[src/rtl/fir_axis_sink.sv]
// AXI-Stream sink for FIR results: round-half-up rescale, saturate to 16-bit signed, buffer in a FIFO.
// Also keeps debug counters for accepted and saturated samples.
module fir_axis_sink #(
    parameter int SHIFT = 15,
    parameter int DEPTH = 16,
    parameter int CNT_W = 16
) (
    input  logic                     aclk,
    input  logic                     aresetn,
    input  logic                     s_axis_data_tvalid,
    input  logic [31:0]              s_axis_data_tdata,
    output logic                     s_axis_data_tready,
    input  logic                     rd_en,
    output logic                     rd_valid,
    output logic [15:0]              rd_data,
    output logic                     fifo_empty,
    output logic                     fifo_full,
    output logic [$clog2(DEPTH):0]   fifo_level,
    output logic [CNT_W-1:0]         sample_cnt,
    output logic [CNT_W-1:0]         sat_cnt
);
    localparam int AW = $clog2(DEPTH);
    localparam int LW = AW + 1;
    localparam int RND_SH = (SHIFT > 0) ? SHIFT - 1 : 0;
    localparam logic signed [32:0] RND  = (SHIFT > 0) ? (33'sd1 <<< RND_SH) : 33'sd0;
    localparam logic signed [32:0] MAXV = 33'sd32767;
    localparam logic signed [32:0] MINV = -33'sd32768;

    logic              rst_q;
    logic [15:0]       mem [DEPTH];
    logic [AW-1:0]     wr_ptr, rd_ptr;
    logic [LW-1:0]     level_nxt;
    logic              push, pop, sat;
    logic signed [32:0] ext, sum, r;
    logic [15:0]       res;

    // rst_q keeps tready low for one cycle after reset release
    assign s_axis_data_tready = rst_q & ~fifo_full;
    assign push = s_axis_data_tvalid & s_axis_data_tready;
    assign pop  = rd_en & ~fifo_empty;

    always_comb begin
        ext = {s_axis_data_tdata[31], s_axis_data_tdata};
        sum = ext + RND;
        r   = sum >>> SHIFT;
        sat = 1'b1;
        if (r > MAXV)
            res = 16'h7FFF;
        else if (r < MINV)
            res = 16'h8000;
        else begin
            res = r[15:0];
            sat = 1'b0;
        end
    end

    always_comb begin
        level_nxt = fifo_level;
        if (push && !pop)
            level_nxt = fifo_level + 1'b1;
        else if (pop && !push)
            level_nxt = fifo_level - 1'b1;
    end

    always_ff @(posedge aclk) begin
        if (!aresetn) begin
            rst_q      <= 1'b0;
            wr_ptr     <= '0;
            rd_ptr     <= '0;
            fifo_level <= '0;
            fifo_empty <= 1'b1;
            fifo_full  <= 1'b0;
            rd_valid   <= 1'b0;
            rd_data    <= '0;
            sample_cnt <= '0;
            sat_cnt    <= '0;
        end else begin
            rst_q    <= 1'b1;
            rd_valid <= pop;
            if (push) begin
                wr_ptr     <= wr_ptr + 1'b1;
                sample_cnt <= sample_cnt + 1'b1;
                if (sat && !(&sat_cnt))
                    sat_cnt <= sat_cnt + 1'b1;
            end
            if (pop) begin
                rd_data <= mem[rd_ptr];
                rd_ptr  <= rd_ptr + 1'b1;
            end
            fifo_level <= level_nxt;
            fifo_empty <= (level_nxt == '0);
            fifo_full  <= (level_nxt == LW'(DEPTH));
        end
    end

    // Storage is not reset; emptiness is tracked by the level alone
    always_ff @(posedge aclk) begin
        if (aresetn && push)
            mem[wr_ptr] <= res;
    end
endmodule

[config.mk]
export PLATFORM = sky130hd
export DESIGN_NAME = fir_axis_sink
export DESIGN_NICKNAME = d
export VERILOG_FILES = /design/src/rtl/fir_axis_sink.sv
export SDC_FILE = /design/constraint.sdc
export NUM_CORES = 1
export LEC_CHECK = 0
export CAP_MARGIN = 20
export CELL_PAD_IN_SITES_DETAIL_PLACEMENT = 1
export CELL_PAD_IN_SITES_GLOBAL_PLACEMENT = 1
export CORE_ASPECT_RATIO = 0.5
export CORE_MARGIN = 2
export CORE_UTILIZATION = 45
export DETAILED_ROUTE_END_ITERATION = 8
export PLACE_DENSITY = 0.83
export SYNTH_ARGS = -nofsm -noshare
export SYNTH_HDL_FRONTEND = slang
export SYNTH_SLANG_ARGS = --single-unit
[constraint.sdc]
create_clock -name aclk -period 6.1 [get_ports aclk]
set_input_delay 1.22 -clock aclk [delete_from_list [all_inputs] [get_ports aclk]]
set_output_delay 1.22 -clock aclk [all_outputs]
set_load 0.01 [all_outputs]
==> results.ini <==
[layout]
final_area_um2=15600
nNetsFinal=954
diodes=0
most-common-layout-cells=edfxtp_1 (256), mux4_2 (80), clkdlybuf4s50_1 (78)
final_common_cell=edfxtp_1
drive_above_1_share_pct=19.55
area_delta_synth_final_pct=19.20

[logic_synthesis]
avgSynthCellArea_um2=16.40
ys.warnings.count=0
syn_nets=844
seq_area_frac_synth_pct=68.67
async_flop_share_pct=0
netlist_area_um2=13090
ys_types=52
netlist_instances=798
synth_enable_flop_cells=256
synth-seq-cells=321
synth-main-ff-cell=edfxtp_1

[setup_path]
crit_buf_inv=2
startpoint=s_axis_data_tdata[15]
cp_slowest_stage_delay_ns=0.86
worstRegToRegCells=4
worst_path_most_repeated_cell=a21oi_1
slowest_stage=a21oi_1
reg2reg_from=rst_q
critPathMaxFanout=15
crit_path_start_kind=primary input
required_ns=6.40
worst-endpoint-arrival_ns=5.14
cp.depth=8
crit_family=compound AO/OA/AOI/OAI gates
endpoint_kind=flip-flop
path_cells=clkdlybuf4s50_1 > ha_1 > nand4_1 > nor4_2 > a21oi_1 > a21oi_1 > o21ai_0 > buf_4
worstSetupPathType=primary input to flip-flop

[timing]
tightest_slew_ns=1.078
final.min_clock_period_ns=4.833
drv_slew=0
setup-violations-final=0
finalSetupTns_ns=0
fin_hold_ws_ns=0.4623
fin_crit_sh_pct=79.22
hold_violations=0
fmax_mhz=206.9
relSlewSlack_pct=28.12
rsz0062_at_grt=no
clock_skew_ns=0.01058

[floorplan]
die_h_um=124.6
initial_core_util_pct=45.46
die_w_um=245.2
core_area_um2=28790
core.rowCount=44
die-area_um2=30550
ioPinCount=93

[power_and_ir_drop]
seqPwrFrac_pct=49.0
p_int_mw=3.890
p_sw_mw=1.234
switching_share_pct=24.08
clkPwrFrac_pct=37.9
p_leak_nw=4.919
combPwrFrac_pct=13.1
power.density_nw_per_um2=328.4
ir_worst_vdd_mv=0.2278

[route]
first_pass_iters=5
drt_iter0_markers=889
wl_per_cell_um=27.52
drc=0
vias=8013
routed_wl_um=36380
viasPerCell=6.061
ant_nets=0

[clock_tree]
hold_buffers=0
clock-sinks=321
cts.repair.resized=0
cts_setup_buffers=0
clock_latency_ns=0.56
tritoncts=built
clockBufferDepth=3
cts_buffers=30
clockRootBuffer=clkbuf_16
ctsHtreeMaxLevel=1
clk_pin_slew_ns=0.07

[grt]
grt_usage_pct=23.94
antenna_found_initial=0
grt_pass1_wl_um=54500
grt-ovfl-total=0
grt_pass1_vias=8665
grt_max_degree=68

[placement]
io_buffers=78
routabilityCongestion=0.8266
place_area_um2=14520
hpwl_um=20670

[worst_hold_path]
hold_depth=2
min_path_type=flip-flop to flip-flop
min-delay-start=rd_data[2]

[run_status]
outcome=complete, no violations

[job]
cap_viol_max_count=0

-- cells in the mapped netlist (all sizes together) (3+ instances only) --
cell type	instances	area (um2)
buf	14	73.82
inv	14	52.55
nand4	20	125.1
or4	14	105.1
and3	8	50.05
o31a	3	26.28
nand2	54	202.7
nand3b	4	30.03
ha	10	125.1
edfxtp	256	7687
nor2	37	138.9
nand3	34	175.2
mux4	80	1802
xor2	24	210.2
o21ai	19	95.09
nor3	7	35.03
a21oi	23	115.1
xnor2	15	131.4
and2	11	68.82
nor4	8	56.30
dfxtp	65	1301
o31ai	14	105.1
nand2b	4	25.02
or3	4	25.02
nor2b	3	18.77
clkbuf	28	105.1
-- metrics by stage --
step                      instances  utilization, %  power [mW]  setup slack [ns]
after floorplan                 798               -       2.961             2.074
after global placement         1258           50.29       3.166             1.393
after detailed placement       1262           50.44       3.211            0.9230
after CTS                      1317           53.93       5.140             1.295
after global routing           1322           54.18       5.266             1.107
final                          1322           54.18       5.124             1.267
-- worst register-to-register path: stages, from the launching register on --
cell	delay, ns
dfxtp_1	0.41
and3b_1	0.66
nand3_1	0.38
nor3_2	0.88
buf_4	0.40
-- logic make-up (layout without fill, tap and decap cells) --
logic type / Yosys count / after routing / share of synthesized area (%)
muxes: 80 / 80 / 13.77
xor gates and xnor gates: 39 / 39 / 2.610
DFF: 321 / 321 / 68.67
AOI/OAI and AO/OA: 73 / 73 / 3.480
adders and majority gates: 10 / 10 / 0.9559
and+or+nand+nor: 218 / 218 / 8.718
buffers and inverters: 57 / 190 / 1.797
-- metal layers --
metal	share of wire, %	GRT usage, %
met1	38	29.91
met2	52	41.99
met3	6.7	4.827
met4	3.1	7.532
met5	0	0
-- flip-flops by register name (all words and copies together) (netlist names) --
signal / count
rd_data: 16
mem: 256
sat_cnt: 16
fifo_empty: 1
wr_ptr: 4
rst_q: 1
rd_valid: 1
fifo_level: 5
sample_cnt: 16
fifo_full: 1
rd_ptr: 4
-- final cells by class --
type / instances / area [um2]
multi-input cells: 420 / 3910
well taps: 391 / 489.2
inverters: 15 / 56.30
flip-flops and latches: 321 / 8995
fillers: 2655 / 13190
clock inverters: 11 / 158.9
repair buffers: 120 / 1147
clock buffers: 44 / 844.6
-- power by group through the flow --
stage               combinational [mW]  sequential (mW)  clock (mW)
global placement                 0.613             2.55           0
floorplan                        0.443             2.52           0
global route                     0.715             2.52        2.03
CTS                              0.673             2.51        1.95
finish                           0.673             2.51        1.94
detailed placement               0.652             2.56           0
-- path summary, 6_finish.rpt --
kind,slack (ns),endpoint
worst max-delay path,1.27,mem[4][5]
worst min-delay path,0.46,rd_data[2]
worst max register to register,3.04,mem[11][9]
worst min register to register,0.46,rd_data[2]
Note: power is estimated with default switching activity, not from simulation.
